### config.mk
export PLATFORM = sky130hd
export DESIGN_NAME = gpu_rect_fetch
export DESIGN_NICKNAME = d
export VERILOG_FILES = /design/src/rtl/gpu_rect_fetch.sv
export SDC_FILE = /design/constraint.sdc
export NUM_CORES = 1
export LEC_CHECK = 0
export CAP_MARGIN = 5
export CORE_UTILIZATION = 32
export CTS_CLUSTER_DIAMETER = 120
export DETAILED_ROUTE_END_ITERATION = 16
export HOLD_SLACK_MARGIN = 0.15
export PLACE_DENSITY_LB_ADDON = 0.05
export SYNTH_ARGS = -nofsm -noshare
export SYNTH_HDL_FRONTEND = slang
export SYNTH_SLANG_ARGS = --single-unit
### constraint.sdc
create_clock -name clk -period 12.5 [get_ports clk]
set_input_delay 3.125 -clock clk [delete_from_list [all_inputs] [get_ports clk]]
set_output_delay 3.125 -clock clk [all_outputs]
set_load 0.005 [all_outputs]
### src/rtl/gpu_rect_fetch.sv
// Scans the rectangle table in GPU memory once per start pulse and streams every
// enabled rectangle covering the latched scanline, in record order, over valid/ready.
module gpu_rect_fetch #(
    parameter int unsigned RECT_COUNT = 64,
    parameter logic [15:0] RECT_BASE  = 16'd0
) (
    input  logic        clk,
    input  logic        reset,
    input  logic        start,
    input  logic [15:0] line_y,
    output logic [15:0] mem_addr,
    input  logic [15:0] mem_rdata,
    output logic        rect_valid,
    input  logic        rect_ready,
    output logic [15:0] rect_x,
    output logic [15:0] rect_w,
    output logic [15:0] rect_color,
    output logic [7:0]  rect_index,
    output logic        busy,
    output logic        done
);

    typedef enum logic [2:0] {
        S_IDLE,
        S_FETCH,
        S_LAST,
        S_CHECK,
        S_EMIT
    } state_t;

    localparam logic [7:0] LAST_INDEX = 8'(RECT_COUNT - 1);

    state_t      state;
    logic [15:0] ptr;
    logic [15:0] scan_y;
    logic [2:0]  word;
    logic [7:0]  index;

    logic        rec_en;
    logic [15:0] rec_x;
    logic [15:0] rec_y;
    logic [15:0] rec_w;
    logic [15:0] rec_h;
    logic [15:0] rec_c;

    logic [16:0] y_end;
    logic        hit;
    logic        is_last;
    logic        advance;
    logic [15:0] next_ptr;
    logic [15:0] fetch_addr;

    // The bottom edge is formed at 17 bits so rectangles near 0xFFFF never wrap.
    assign y_end      = {1'b0, rec_y} + {1'b0, rec_h};
    assign hit        = rec_en && (rec_w != 16'd0) && (rec_y <= scan_y)
                        && ({1'b0, scan_y} < y_end);
    assign is_last    = (index == LAST_INDEX);
    assign advance    = ((state == S_CHECK) && !hit) || ((state == S_EMIT) && rect_ready);
    assign next_ptr   = ptr + 16'd6;
    assign fetch_addr = ptr + {13'd0, word} + 16'd1;

    always_ff @(posedge clk) begin
        if (reset) begin
            state      <= S_IDLE;
            ptr        <= 16'd0;
            scan_y     <= 16'd0;
            word       <= 3'd0;
            index      <= 8'd0;
            rec_en     <= 1'b0;
            rec_x      <= 16'd0;
            rec_y      <= 16'd0;
            rec_w      <= 16'd0;
            rec_h      <= 16'd0;
            rec_c      <= 16'd0;
            mem_addr   <= 16'd0;
            rect_valid <= 1'b0;
            rect_x     <= 16'd0;
            rect_w     <= 16'd0;
            rect_color <= 16'd0;
            rect_index <= 8'd0;
            busy       <= 1'b0;
            done       <= 1'b0;
        end else begin
            done <= 1'b0;
            case (state)
                S_IDLE: begin
                    // A start coinciding with the done pulse belongs to the old pass.
                    if (start && !done) begin
                        scan_y   <= line_y;
                        ptr      <= RECT_BASE;
                        index    <= 8'd0;
                        word     <= 3'd0;
                        mem_addr <= RECT_BASE;
                        busy     <= 1'b1;
                        state    <= S_FETCH;
                    end
                end
                S_FETCH: begin
                    // Read data lags the address by one cycle, so word k lands word k-1.
                    case (word)
                        3'd1:    rec_en <= mem_rdata[0];
                        3'd2:    rec_x  <= mem_rdata;
                        3'd3:    rec_y  <= mem_rdata;
                        3'd4:    rec_w  <= mem_rdata;
                        3'd5:    rec_h  <= mem_rdata;
                        default: ;
                    endcase
                    if (word == 3'd5) begin
                        state <= S_LAST;
                    end else begin
                        word     <= word + 3'd1;
                        mem_addr <= fetch_addr;
                    end
                end
                S_LAST: begin
                    rec_c <= mem_rdata;
                    state <= S_CHECK;
                end
                S_CHECK: begin
                    if (hit) begin
                        rect_valid <= 1'b1;
                        rect_x     <= rec_x;
                        rect_w     <= rec_w;
                        rect_color <= rec_c;
                        rect_index <= index;
                        state      <= S_EMIT;
                    end
                end
                S_EMIT: begin
                    if (rect_ready) begin
                        rect_valid <= 1'b0;
                    end
                end
                default: state <= S_IDLE;
            endcase

            if (advance) begin
                if (is_last) begin
                    state <= S_IDLE;
                    busy  <= 1'b0;
                    done  <= 1'b1;
                end else begin
                    index    <= index + 8'd1;
                    ptr      <= next_ptr;
                    word     <= 3'd0;
                    mem_addr <= next_ptr;
                    state    <= S_FETCH;
                end
            end
        end
    end

endmodule

# ---- After elaboration in Yosys (flattened, before gate mapping)
# Index checks and enable logic that the tools add are counted.
dict set report op_classes {
  addsub 6
  n_lt_le_gt_ge 2
  eq_ne 16
  muxes 32
  bitwise_logic 1
  reduce_logical 22
}
# operator n
set ops {}
lappend ops {{two-way mux 16 bit} 8}
lappend ops {{two-way mux 8 bit} 4}
lappend ops {{one-hot mux 16 bit (2 select lines)} 1}
lappend ops {{two-way mux 3 bit} 8}
lappend ops {{adder 16 x 16 -> 17 bit} 1}
lappend ops {{< comparator 16 x 17 -> 1 bit} 1}
lappend ops {{adder 16 x 1 -> 16 bit, second input constant} 1}
lappend ops {{adder 16 x 3 -> 16 bit} 1}
lappend ops {{adder 16 x 3 -> 16 bit, second input constant} 1}
lappend ops {{less-or-equal comparator 16 bit} 1}
lappend ops {{nonzero test 16 bit} 1}
lappend ops {{one-hot mux 3 bit (5 select lines)} 1}
lappend ops {{AND reduction 2 bit} 7}
lappend ops {{equality test 3 x 2 -> 1 bit, second input constant} 4}
lappend ops {{equality test 3 bit, second input constant} 3}
lappend ops {{inequality test 3 bit, second input constant} 3}
lappend ops {{adder 8 x 1 -> 8 bit, second input constant} 1}
lappend ops {{equality test 8 x 6 -> 1 bit, second input constant} 1}
lappend ops {{two-way mux 1 bit} 8}
lappend ops {{equality test 3 x 1 -> 1 bit, second input constant} 2}
lappend ops {{logical AND 1 bit} 6}
lappend ops {{inequality test 2 bit, second input constant} 3}
lappend ops {{one-hot mux 3 bit (2 select lines)} 1}
lappend ops {{AND reduction 4 bit} 1}
lappend ops {{other kinds (9)} 10}
dict set report word_totals {
  reg_bits 202
  inputBits 36
}

# ---- Longest topological paths before layout
# Gate-level depths: netlist (run 1).
dict set report depth {
  word_depth 9
  ltp_mapped 20
  mapped_depth_nobuf 18
}

# ---- Worst setup path after synthesis (run 1)
# OpenSTA, ideal clock, no wires.
dict set report synth_timing {
  path_type {input port to flip-flop}
  from {in start}
  to {reg mem_addr[2]}
  arrival_ps 4447
  required_ps 12430
  path_slack_ps 7983
  cell_stages 9
  path_buffers 2
  cell_sequence {nor2b_1 > and3b_1 > clkbuf_1 > o21ai_1 > buf_2 > nand2_1 > o21ai_0 > o21ai_1 > a21oi_1}
}
dict set report synth_between {
  elab_chain_cells 5
}
# item line
set synth_lines {}
lappend synth_lines {{start, declared} 9} ;# input logic start,
lappend synth_lines {{logical AND 1 bit *} 88} ;# if (start && !done) begin
lappend synth_lines {{two-way mux 16 bit *} 88}
lappend synth_lines {{one-hot mux 16 bit (2 select lines) *} 85} ;# case (state)
lappend synth_lines {{two-way mux 16 bit} 138} ;# if (is_last) begin
lappend synth_lines {{two-way mux 16 bit *} 137} ;# if (advance) begin
lappend synth_lines {{end signal, assigned} 112} ;# mem_addr <= fetch_addr;
lappend synth_lines {{end signal, assigned} 146} ;# mem_addr <= next_ptr;
lappend synth_lines {{end, declared} 11} ;# output logic [15:0] mem_addr,
# Every way passes the cells marked *; elsewhere a longest branch is shown, timed or not.
# A chain may end at the register's enable or synchronous reset.

# ---- Worst setup path in the final report (run 1)
dict set report layout_timing {
  from {in start}
  to {reg mem_addr[13]}
}
# Same word-level chain as after synthesis.

==> parameters.txt, run 1 <==
Parameter                              Value

Outcome
  Result of the run ... finished, final reports clean

Synth
  Synth Flop Type ... sky130_fd_sc_hd__dfxtp_1
  Share of flip-flops with an asynchronous set or reset ... 0%
  Synth top cells by count ... 236 x sky130_fd_sc_hd__nand2_1, 202 x sky130_fd_sc_hd__dfxtp_1, 154 x sky130_fd_sc_hd__a21oi_1
  Number of distinct library cells after synthesis ... 56
  Register bit count reported by yosys ... 202
  Cell accounting for the most synthesized area ... sky130_fd_sc_hd__dfxtp_1
  Net count after synthesis ... 1242
  Summed instance area of the synthesized netlist ... around 0.0095 mm²
  Portion of the post-synthesis area used by sequential elements ... about 43%
  Yosys warns ... 0
  Number of flops mapped to enable cells by yosys ... 0
  Avg Cell Area, Syn ... around 8.3 µm²
  Syn Inst Count ... approximately 1100
  Most frequently used cell type in the post-synthesis netlist ... sky130_fd_sc_hd__nand2_1
  Ranking of synthesized cells by area ... sky130_fd_sc_hd__dfxtp_1 43%, sky130_fd_sc_hd__nand2_1 9.3%, sky130_fd_sc_hd__a21oi_1 8.1%
  Fraction of synthesized cell area taken by the top area cell type ... a little over two fifths

Global route
  Maximum number of pins on one net before global-route repair ... 110
  Overall Global Routing Usage ... 17.4%
  Total gr overflow ... 0
  Global-route wire length before repair ... 42700 µm
  Number of antenna violations at the first check in global routing ... 0
  Vias in the first global route ... between 7000 and 8000

Clock network
  Number of buffers added for setup after CTS ... 0
  CTS tree ... built
  Number of buffers on the longest clock path ... 3
  Number of CTS-inserted buffers ... 24
  Clock sinks ... about 200
  CTS hold repair buffers ... 0
  Clock latency on the worst-skew pair ... slightly above 500 ps
  Root Driver ... sky130_fd_sc_hd__clkbuf_16
  H-Tree Level Count ... 1
  Number of gates resized after CTS ... 0
  Clock edge transition at the registers on the reported setup and hold paths ... 60 ps

Layout
  Layout-stage area growth over the synthesis result ... 22.4%
  Share of post-route cells with drive strength above 1 ... 4.70%
  Net count reported at finish ... roughly 1300
  Number of antenna cells inserted ... 0

STA
  Final setup TNS ... 0 ps
  Final count of hold timing violations ... 0
  Max-slew violation count ... 0
  Minimum clock period ... 5180 ps
  Worst slew pin tran ... 1060 ps
  Worst max-slew margin expressed relative to the limit ... ~29%
  Setup repair after global routing missed its margin ... false
  Final critical-path setup slack ... about 7300 ps
  Fmax ... 193 MHz
  Final hold slack ... ~460 ps
  Final period util ... about two fifths
  Setup violations, final ... 0
  Final Skew ... around 8 ps

Detailed routing
  Wire per inst ... 16.4 µm
  Routed met2 length ... 12300 µm
  Overall via count from detail_route ... 7952
  Number of design-rule violations left by the first detailed-router iteration ... about 440
  Vias per inst ... a little under 5
  Routed wire length ... roughly 27000 µm
  Highest Signal Layer ... met4
  Met3 wire length ... 1210 µm
  Met1 wire length ... 12700 µm
  Final routed DRC violation total ... 0
  1st-pass router iterations ... 5
  Antenna-violating nets left ... 0

Floorplanning
  Die Width ... about 170 µm
  I/O pins ... between 100 and 150
  Die area ... between 0.03 and 0.04 mm²
  Core Region ... 0.0289 mm²
  Number of core rows ... 62
  Starting Density ... approximately 33%
  Die Ht ... 174 µm

Power
  Power Dens Cells ... roughly 140 mW/mm²
  Worst VDD drop ... around 87 µV
  Static leakage ... ~4.0 nW

Critical path
  Arrival @ worst endpoint ... 5540 ps
  Type of the worst setup path ... input pin to flip-flop
  Critical path required time ... approximately 13000 ps
  Worst setup SP type ... input pin
  Crit-path max FO ... 22
  Critical path capture point type ... flip-flop

Place
  Half-perimeter wire length of the detailed placement result ... around 18000 µm
  Minimum setup slack after placement ... between 6000 and 7000 ps
  IO Port Bufs ... between 100 and 150
  Final weighted congestion in routability-driven placement ... 0.754

Min path
  HP Class ... flip-flop to flip-flop

Job
  MaxCap Viol Count ... 0
==> per-layer routing <==
layer / vias to the layer above / track usage [%]
met5: - / 0
met4: 0 / 3.22
met3: 23 / 3.35
met2: 127 / 29.1
met1: 3733 / 23.4
li1: 4069 / -
==> critical path, stage by stage <==
cell                              delay [ps]
sky130_fd_sc_hd__clkdlybuf4s50_1         440
sky130_fd_sc_hd__nor2b_1                 250
sky130_fd_sc_hd__and3b_1                 780
sky130_fd_sc_hd__o21ai_2                 440
sky130_fd_sc_hd__nand2_1                 180
sky130_fd_sc_hd__o21ai_0                 100
sky130_fd_sc_hd__o21ai_1                 120
sky130_fd_sc_hd__a21oi_1                  80
==> through the flow <==
stage | total power, W | cell area, µm² | instances | utilization (%)
after floorplan | 0.000834 | 9480 | 1147 | -
after global placement | 0.000913 | 10800 | 1575 | 37.3
after detailed placement | 0.000913 | 10800 | 1575 | 37.3
after CTS | 0.00164 | 11600 | 1618 | 40.1
after global routing | 0.00170 | 11600 | 1618 | 40.1
final | 0.00161 | 11600 | 1618 | 40.1
==> cells by family after synthesis <==
kind of cell    synth area share [%]
compound gates                  16.0
xor+xnor                        3.88
fa+ha+maj                       7.94
buf+inv                         4.58
flops                           42.6
mux                             6.02
simple gates                    18.9
==> path summary, 6_finish.rpt <==
path	startpoint	to	slack [ps]	cells past startpoint
setup / recovery	start	mem_addr[13]	7320	8
hold / removal	rec_c[13]	rec_c[13]	460	2
setup reg to reg	rec_y[0]	rect_w[6]	7360	18
hold reg to reg	rec_c[13]	rec_c[13]	460	2
==> where the power goes <==
part           total, W  internal, W  switching [W]  leakage (nW)
combinational  0.000210    0.0000701       0.000140          1.99
sequential     0.000686     0.000666      0.0000196          1.63
clock          0.000717     0.000439       0.000279         0.412
==> flip-flops by register name (all words and copies together), names as in the netlist <==
signal and flops:
busy 1, done 1, index 8, mem_addr 16
ptr 16, rec_c 16, rec_en 1, rec_h 16
rec_w 16, rec_x 16, rec_y 16, rect_color 16
rect_index 8, rect_valid 1, rect_w 16, rect_x 16
scan_y 16, state 3, word 3
==> cell type report <==
| cell class | count | area (µm²) |
|---|---|---|
| Fill cell | 2967 | 17300 |
| Inverter | 28 | 105 |
| Sequential cell | 202 | 4040 |
| Tap cell | 384 | 480 |
| Multi-Input combinational cell | 845 | 5010 |
| Timing Repair Buffer | 116 | 1150 |
| Clock inverter | 11 | 108 |
| Clock buffer | 32 | 712 |
==> layout by cell type, fill, tap and decap left out, types with 2 or more instances in the layout <==
| cell | n |
|---|---|
| sky130_fd_sc_hd__a31oi_1 | 4 |
| sky130_fd_sc_hd__fa_1 | 2 |
| sky130_fd_sc_hd__nor3b_1 | 2 |
| sky130_fd_sc_hd__clkinv_2 | 8 |
| sky130_fd_sc_hd__clkbuf_16 | 25 |
| sky130_fd_sc_hd__a21o_1 | 6 |
| sky130_fd_sc_hd__nand3_1 | 27 |
| sky130_fd_sc_hd__o21ai_2 | 2 |
| sky130_fd_sc_hd__and3_1 | 6 |
| sky130_fd_sc_hd__ha_1 | 57 |
| sky130_fd_sc_hd__a21oi_1 | 154 |
| sky130_fd_sc_hd__or3_1 | 3 |
| sky130_fd_sc_hd__nor2_1 | 87 |
| sky130_fd_sc_hd__o21a_1 | 3 |
| sky130_fd_sc_hd__clkdlybuf4s50_1 | 109 |
| sky130_fd_sc_hd__nand4b_1 | 2 |
| sky130_fd_sc_hd__nor2b_1 | 9 |
| sky130_fd_sc_hd__xor2_1 | 21 |
| sky130_fd_sc_hd__o21ai_1 | 24 |
| sky130_fd_sc_hd__buf_4 | 6 |
| sky130_fd_sc_hd__o211ai_1 | 23 |
| sky130_fd_sc_hd__mux2i_1 | 57 |
| sky130_fd_sc_hd__clkbuf_8 | 6 |
| sky130_fd_sc_hd__and4_1 | 2 |
| sky130_fd_sc_hd__inv_1 | 28 |
| sky130_fd_sc_hd__xnor2_1 | 21 |
| sky130_fd_sc_hd__a221oi_1 | 2 |
| sky130_fd_sc_hd__nand2b_1 | 2 |
| sky130_fd_sc_hd__nand4_1 | 13 |
| sky130_fd_sc_hd__or2_2 | 3 |
| sky130_fd_sc_hd__nand2_1 | 236 |
| sky130_fd_sc_hd__o21ai_0 | 31 |
| sky130_fd_sc_hd__a211oi_1 | 8 |
| sky130_fd_sc_hd__nor3_1 | 7 |
| sky130_fd_sc_hd__nand3b_1 | 2 |
| sky130_fd_sc_hd__nor4_1 | 7 |
| sky130_fd_sc_hd__dfxtp_1 | 202 |
| sky130_fd_sc_hd__bufinv_16 | 2 |
| sky130_fd_sc_hd__and2_1 | 4 |
(Power assumes the default switching activity.)
==> run 2, diff against run 1 <==
==> constraint.sdc (replaced) <==
create_clock -name clk -period 4.9 [get_ports clk]
set_input_delay 1.225 -clock clk [delete_from_list [all_inputs] [get_ports clk]]
set_output_delay 1.225 -clock clk [all_outputs]
set_load 0.005 [all_outputs]
==> parameters.txt, run 2 (same netlist as run 1, synthesis figures left out) <==
Parameter                              Value

Global route
  Maximum number of pins on one net before global-route repair ... 132 (+20%)
  Number of antenna violations at the first check in global routing ... 0 (unchanged)
  Overall Global Routing Usage ... 17.4% (-0.020 points)
  Global-route wire length before repair ... 42500 µm (-0.50%)
  Vias in the first global route ... 7693 (+0.30%)
  Total gr overflow ... 0 (unchanged)

STA
  Setup violations, final ... 0 (unchanged)
  Final period util ... around 93%
  Fmax ... between 200 and 250 MHz
  Worst slew pin tran ... 1050 ps (-14.8 ps)
  Setup repair after global routing missed its margin ... false
  Final setup TNS ... 0 ps (unchanged)
  Final Skew ... 13.0 ps (+5.11 ps)
  Final hold slack ... 456 ps (+0.132 ps)
  Max-slew violation count ... 0 (unchanged)
  Worst max-slew margin expressed relative to the limit ... 30.1% (+0.99 points)
  Final count of hold timing violations ... 0 (unchanged)
  Minimum clock period ... 4540 ps

Clock network
  Number of buffers added for setup after CTS ... 0 (unchanged)
  Clock sinks ... 202 (unchanged)
  H-Tree Level Count ... 1 (unchanged)
  Root Driver ... sky130_fd_sc_hd__clkbuf_16
  CTS hold repair buffers ... 0 (unchanged)
  CTS tree ... built
  Number of buffers on the longest clock path ... 3 (unchanged)
  Number of CTS-inserted buffers ... 24 (unchanged)
  Clock latency on the worst-skew pair ... 520 ps (about the same)
  Clock edge transition at the registers on the reported setup and hold paths ... 60 ps (about the same)
  Number of gates resized after CTS ... 0 (unchanged)

Detailed routing
  Routed wire length ... 26700 µm (+0.67%)
  Vias per inst ... 4.94 (+0.43%)
  Number of design-rule violations left by the first detailed-router iteration ... 401 (-7.8%)
  Final routed DRC violation total ... 0 (unchanged)
  Antenna-violating nets left ... 0 (unchanged)
  Wire per inst ... 16.5 µm (+0.67%)
  Overall via count from detail_route ... 7986 (+0.43%)
  1st-pass router iterations ... 4 (-1)

Place
  Final weighted congestion in routability-driven placement ... 0.744 (-1.3%)
  Instance area at placement ... 0.0108 mm² (+0.51%)
  IO Port Bufs ... 110 (unchanged)
  Half-perimeter wire length of the detailed placement result ... 17900 µm (+1.8%)

Power
  Worst VDD drop ... 219 µV (+150%)
  Cell internal pwr ... 0.00295 W (+150%)
  Clock network fraction of total power ... 43.3% (-1.2 points)
  Proportion of power drawn by flip-flops and latches ... 43.4% (+0.9 points)
  Static leakage ... 4.03 nW (-0.10%)
  Sw power ... 0.00109 W (+150%)
  Relative contribution of combinational cells to total power ... 13.3% (+0.3 points)
  Net switching share of the total power ... 26.9% (-0.24 points)
  Power Dens Cells ... 347 mW/mm² (+150%)

Critical path
  Type of the worst setup path ... flip-flop to flip-flop
  Crit-path max FO ... 57 (+160%)
  Cell chain of the critical path ... ha_1, fa_1, a211oi_1, o21ai_1, a41oi_1, nor2_1, a21o_1, a21oi_1, xor2_1, ha_1, o21a_1, a211oi_1, o31ai_1, o311a_1, nor4_4, buf_12, mux2i_1, nor2_1
  Critical path required time ... 5260 ps (-7600 ps)
  Arrival @ worst endpoint ... 4910 ps (-630 ps)
  Max incr delay on CP ... 430 ps (-350 ps)
  Worst setup SP type ... flip-flop
  Standard cell with the maximum stage delay on the critical path ... sky130_fd_sc_hd__fa_1
  Critical path capture point type ... flip-flop

Layout
  Number of antenna cells inserted ... 0 (unchanged)
  Layout-stage area growth over the synthesis result ... 22.5% (about the same)
  Layout fillers ... 2968 (+0.034%)
  Footprint of the multi-input gates ... 0.00501 mm² (unchanged)
  Post-route cell area ... 0.0116 mm² (about the same)
  Net count reported at finish ... 1316 (+0.30%)
  Most common cell after layout, fill and taps aside ... sky130_fd_sc_hd__nand2_1
  Share of post-route cells with drive strength above 1 ... 4.46% (-0.24 points)
  Register cell area after layout ... 0.00404 mm² (unchanged)
  Most used cells in the layout excluding fill and tap cells ... 236 x sky130_fd_sc_hd__nand2_1, 202 x sky130_fd_sc_hd__dfxtp_1, 154 x sky130_fd_sc_hd__a21oi_1, 109 x sky130_fd_sc_hd__clkdlybuf4s50_1, 87 x sky130_fd_sc_hd__nor2_1

Floorplanning
  Die Width ... 174 µm (unchanged)
  Starting Density ... 32.8% (unchanged)
  Core Region ... 0.0289 mm² (unchanged)
  Number of core rows ... 62 (unchanged)
  I/O pins ... 111 (unchanged)
  Die area ... 0.0303 mm² (unchanged)
  Die Ht ... 174 µm (unchanged)

Min path
  HP Class ... flip-flop to flip-flop

Outcome
  Result of the run ... finished, final reports clean

Job
  MaxCap Viol Count ... 0 (unchanged)
==> run 2: cell types whose count changed in the layout (fill, tap and decap cells not counted) <==
| cell | change |
|---|---|
| sky130_fd_sc_hd__clkinvlp_4 | -1 |
| sky130_fd_sc_hd__clkbuf_1 | +3 |
| sky130_fd_sc_hd__buf_12 | +2 |
| sky130_fd_sc_hd__bufinv_16 | -1 |
| sky130_fd_sc_hd__clkinv_2 | -5 |
| sky130_fd_sc_hd__buf_4 | +2 |
==> run 2: path summary, 6_finish.rpt <==
path                                 endpoint  depth (start not counted)  slack, ps      from
worst max-delay path            rect_index[3]                         18        360  rec_y[0]
worst min-delay path                 rec_c[9]                          2        460  rec_c[9]
worst min register to register       rec_c[9]                          2        460  rec_c[9]
worst max register to register  rect_index[3]                         18        360  rec_y[0]
==> run 2: layout make-up <==
| type | count | share of cell area (%) |
|---|---|---|
| timing repair buffer | 120 | 10.4 |
| tap | 384 | 4.14 |
| clock inverter | 4 | 0.388 |
| sequential | 202 | 34.8 |
| clock buffer | 35 | 6.23 |
| inverter | 28 | 0.905 |
| multi-input combinational | 845 | 43.2 |
==> run 2: power groups by stage <==
stage	registers (W)	clock network [W]	logic [W]
after floorplan	0.00177	0	0.000363
after global placement	0.00179	0	0.000545
after detailed placement	0.00179	0	0.000547
after CTS	0.00175	0.00180	0.000549
after global routing	0.00176	0.00187	0.000609
final	0.00175	0.00175	0.000536
==> run 2: critical path, delay by kind of cell, from the launching register on <==
family                     cells  cell delay (ps)
AOI/OAI and AO/OA              9             1770
xor gates and xnor gates       1              170
adders and majority gates      3              910
buffers and inverters          1              380
DFF                            1              320
muxes                          1              250
and+or+nand+nor                3              510
==> run 2: metrics by stage <==
stage	util [%]	setup slack, ps	std cells	total power, W
6_report	40.1	355	1618	0.00403
3_5_place_dp	37.5	419	1579	0.00233
2_1_floorplan	-	934	1147	0.00213
3_3_place_gp	37.5	514	1579	0.00233
5_1_grt	40.1	18.4	1618	0.00424
4_1_cts	40.1	385	1618	0.00410
==> run 2: metal layers <==
layer  track usage, %  share of wire (%)  vias to the layer above  wire length, µm
met5                0                  0                        -                0
met4             4.42                1.9                        0              512
met3             2.36                3.2                       33              867
met2             28.1                 46                      124            12200
met1             24.3                 49                     3739            13200
li1                 -                  -                     4090                -
==> run 3, diff against run 2 <==
--- a/config.mk
+++ b/config.mk
@@ -5,6 +5,7 @@
 export SDC_FILE = /design/constraint.sdc
 export NUM_CORES = 1
 export LEC_CHECK = 0
+export ABC_AREA = 1
 export CAP_MARGIN = 5
 export CORE_UTILIZATION = 32
 export CTS_CLUSTER_DIAMETER = 120
==> parameters.txt, run 3 <==
Parameter                              Value

Critical path
  Startpoint of the most critical register-to-register path ... rec_y[2]
  Cell chain of the critical path ... ha_1, nand2_1, nand2_1, nand3_1, nand2_1, a21oi_1, o21ai_1, a21boi_0, o21ai_1, xnor2_1, ha_1, nand2_1, nor2_1, a211oi_1, nand2_1, nand2_1, nand2_1, nand2_1, nand3_4, buf_12, o21ai_0, a21oi_1
  Cell count of the worst reg-to-reg path ... 22 (+4)
  Critical path required time ... 5310 ps (+50 ps)
  Type of the worst setup path ... flip-flop to flip-flop
  Max incr delay on CP ... 470 ps (+40 ps)
  Critical path capture point type ... flip-flop
  Standard cell with the maximum stage delay on the critical path ... sky130_fd_sc_hd__nand3_4
  Cell depth of the worst setup path ... 22 (+4)
  Number of buffers and inverters on the critical path ... 1 (unchanged)
  Arrival @ worst endpoint ... 4560 ps (-350 ps)
  Cell type with the highest occurrence count on the critical path ... sky130_fd_sc_hd__nand2_1
  Minimum setup slack among reg-to-reg paths ... 750 ps (+390 ps)
  Cell class contributing the biggest share of worst-path delay ... compound AO/OA/AOI/OAI gates
  Crit path capture ... rect_color[15]
  Crit path from ... rec_y[2]
  Reg-to-reg critical path endpoint ... rect_color[15]
  Crit-path max FO ... 59 (+3.5%)
  Worst setup SP type ... flip-flop

STA
  Final period util ... 84.7% (-8.1 points)
  Setup violations, final ... 0 (unchanged)
  Max-slew violation count ... 0 (unchanged)
  Fmax ... 241 MHz (+9.5%)
  Final setup TNS ... 0 ps (unchanged)
  Worst slew pin tran ... 1160 ps (+107 ps)
  Worst max-slew margin expressed relative to the limit ... 22.6% (-7.4 points)
  Setup repair after global routing missed its margin ... false
  Final count of hold timing violations ... 0 (unchanged)
  Minimum clock period ... 4150 ps (-395 ps)
  Final Skew ... 8.88 ps (-4.13 ps)

Clock network
  Number of buffers added for setup after CTS ... 0 (unchanged)
  Number of buffers on the longest clock path ... 3 (unchanged)
  H-Tree Level Count ... 1 (unchanged)
  Number of CTS-inserted buffers ... 25 (+4.2%)
  CTS hold repair buffers ... 0 (unchanged)
  CTS tree ... built
  Number of gates resized after CTS ... 0 (unchanged)
  Clock sinks ... 202 (unchanged)
  Clock edge transition at the registers on the reported setup and hold paths ... 60 ps (about the same)
  Clock latency on the worst-skew pair ... 530 ps (about the same)
  Root Driver ... sky130_fd_sc_hd__clkbuf_16

Min path
  HP Class ... flip-flop to flip-flop

Place
  Post-placement cell count ... 1808 (+15%)
  Final weighted congestion in routability-driven placement ... 0.828 (+11%)
  Half-perimeter wire length of the detailed placement result ... 19400 µm (+8.4%)
  Instance area at placement ... 0.0113 mm² (+4.2%)
  IO Port Bufs ... 110 (unchanged)

Global route
  Maximum number of pins on one net before global-route repair ... 105 (-20%)
  Global-route wire length before repair ... 45300 µm (+6.6%)
  Vias in the first global route ... 8403 (+9.2%)
  Number of antenna violations at the first check in global routing ... 0 (unchanged)
  Overall Global Routing Usage ... 17.8% (+0.36 points)
  Total gr overflow ... 0 (unchanged)

Synth
  Fraction of synthesized cell area in xor and xnor cells ... 2.63% (-1.2 points)
  Summed instance area of the synthesized netlist ... 0.00998 mm² (+5.3%)
  Synth Flop Type ... sky130_fd_sc_hd__dfxtp_1
  Fraction of synthesized cell area taken by the top area cell type ... 40.5% (-2.1 points)
  Avg Cell Area, Syn ... 7.33 µm² (-11%)
  Adder-cell share of the synthesized area ... 7.54% (-0.40 points)
  Simple-gate share of the synthesized area ... 20.3% (+1.4 points)
  Synth Area in Compound Gates ... 19.7% (+3.7 points)
  Share of flip-flops with an asynchronous set or reset ... 0% (unchanged)
  Yosys warns ... 0 (unchanged)
  Ranking of synthesized cells by area ... sky130_fd_sc_hd__dfxtp_1 41%, sky130_fd_sc_hd__o21ai_0 9.0%, sky130_fd_sc_hd__nand2_1 7.6%
  Dominant combinational cell family by area after synthesis ... simple AND/OR/NAND/NOR gates
  Syn Inst Count ... 1363 (+19%)
  Register bit count reported by yosys ... 202 (unchanged)
  Portion of the post-synthesis area used by sequential elements ... 40.5% (-2.1 points)
  Net count after synthesis ... 1458 (+17%)
  Synth top cells by count ... 202 x sky130_fd_sc_hd__dfxtp_1, 202 x sky130_fd_sc_hd__nand2_1, 192 x sky130_fd_sc_hd__nor2_1
  Number of distinct library cells after synthesis ... 43 (-23%)
  Cell accounting for the most synthesized area ... sky130_fd_sc_hd__dfxtp_1
  Mux contribution to synthesized area ... 0% (-6.0 points)
  Number of flops mapped to enable cells by yosys ... 0 (unchanged)

Job
  MaxCap Viol Count ... 0 (unchanged)

Detailed routing
  Overall via count from detail_route ... 8802 (+10%)
  Vias per inst ... 4.77 (-3.4%)
  Final routed DRC violation total ... 0 (unchanged)
  Routed wire length ... 28000 µm (+4.8%)
  Number of design-rule violations left by the first detailed-router iteration ... 585 (+46%)
  Antenna-violating nets left ... 0 (unchanged)
  Wire per inst ... 15.2 µm (-8.2%)
  1st-pass router iterations ... 5 (+1)

Floorplanning
  Number of core rows ... 64 (+3.2%)
  Core Region ... 0.0307 mm² (+6.0%)
  Die area ... 0.0319 mm² (+5.2%)
  Die Width ... 179 µm (+2.6%)
  Starting Density ... 32.6% (-0.22 points)
  Die Ht ... 179 µm (+2.6%)
  I/O pins ... 111 (unchanged)

Layout
  Layout fillers ... 3309 (+11%)
  Non-filler instance count after layout ... 1847 (+14%)
  Net count reported at finish ... 1534 (+17%)
  Share of post-route cells with drive strength above 1 ... 5.24% (+0.78 points)
  Utilization after layout ... 39.3% (-0.80 points)
  Post-route cell area ... 0.0121 mm² (+3.9%)
  Number of antenna cells inserted ... 0 (unchanged)
  Most used cells in the layout excluding fill and tap cells ... 202 x sky130_fd_sc_hd__nand2_1, 202 x sky130_fd_sc_hd__dfxtp_1, 192 x sky130_fd_sc_hd__nor2_1, 179 x sky130_fd_sc_hd__o21ai_0, 147 x sky130_fd_sc_hd__inv_1
  Layout-stage area growth over the synthesis result ... 20.8%

Outcome
  Result of the run ... finished, final reports clean

Power
  Design Power ... 0.00403 W (-0.20%)
  Power Dens Cells ... 334 mW/mm² (-3.9%)
  Worst VDD drop ... 240 µV (+9.5%)
  Static leakage ... 4.76 nW (+18%)
==> run 3: cell count changes in the layout (fill, tap and decap cells not counted), sizes merged, moves of 16 or more <==
cell,change
inv,+126
o211ai,-23
mux2i,-57
nor2,+111
xnor2,-16
nand2,-26
o21ai,+133
==> run 3: worst min path at each step <==
stage                              start             end  slack [ps]  cells past startpoint
after detailed placement  rect_color[11]  rect_color[11]         440                      2
after CTS                 rect_color[11]  rect_color[11]         450                      2
after global placement     rect_color[2]   rect_color[2]         430                      2
after global routing          rect_w[10]      rect_w[10]         460                      2
after floorplan                   rec_en          rec_en         430                      2
final                     rect_color[11]  rect_color[11]         440                      2
==> run 3: kinds of logic (layout without fill, tap and decap cells) <==
group,Yosys count,in the layout
compound gates,371,371
xor+xnor,30,30
fa+ha+maj,59,59
buf+inv,221,309
flops,202,202
simple gates,480,480
==> run 3: layout make-up <==
cell class,instances,area [µm²],share of cell area (%)
multi-input cells,940,5020,41.6
flip-flops and latches,202,4040,33.5
repair buffers,115,1150,9.54
clock buffers,35,723,6.00
inverters,155,589,4.89
well taps,396,495,4.11
clock inverters,4,37.5,0.311
==> run 3: worst min-delay path: stages, from the launching register on <==
cell,delay (ps)
sky130_fd_sc_hd__dfxtp_1,300
sky130_fd_sc_hd__inv_1,40
sky130_fd_sc_hd__a21oi_1,40
==> run 3: per-layer routing <==
layer,vias to the layer above,track usage [%],wire length [µm]
met5,-,0,0
met4,0,3.88,361
met3,25,2.54,1140
met2,149,29.9,13100
met1,4009,23.9,13400
li1,4619,-,-
==> run 3: report_power, final <==
part | leakage, nW | internal, W | switching (W) | total [W]
Clock | 0.374 | 0.00102 | 0.000702 | 0.00172
Sequential | 1.63 | 0.00171 | 0.0000461 | 0.00176
Combinational | 2.75 | 0.000178 | 0.000369 | 0.000547
==> run 3: metrics by stage <==
step / hold slack [ps] / setup WS [ps]
finish: 440 / 750
global route: 461 / 163
CTS: 446 / 718
detailed placement: 437 / 773
global placement: 433 / 897
floorplan: 430 / 1740
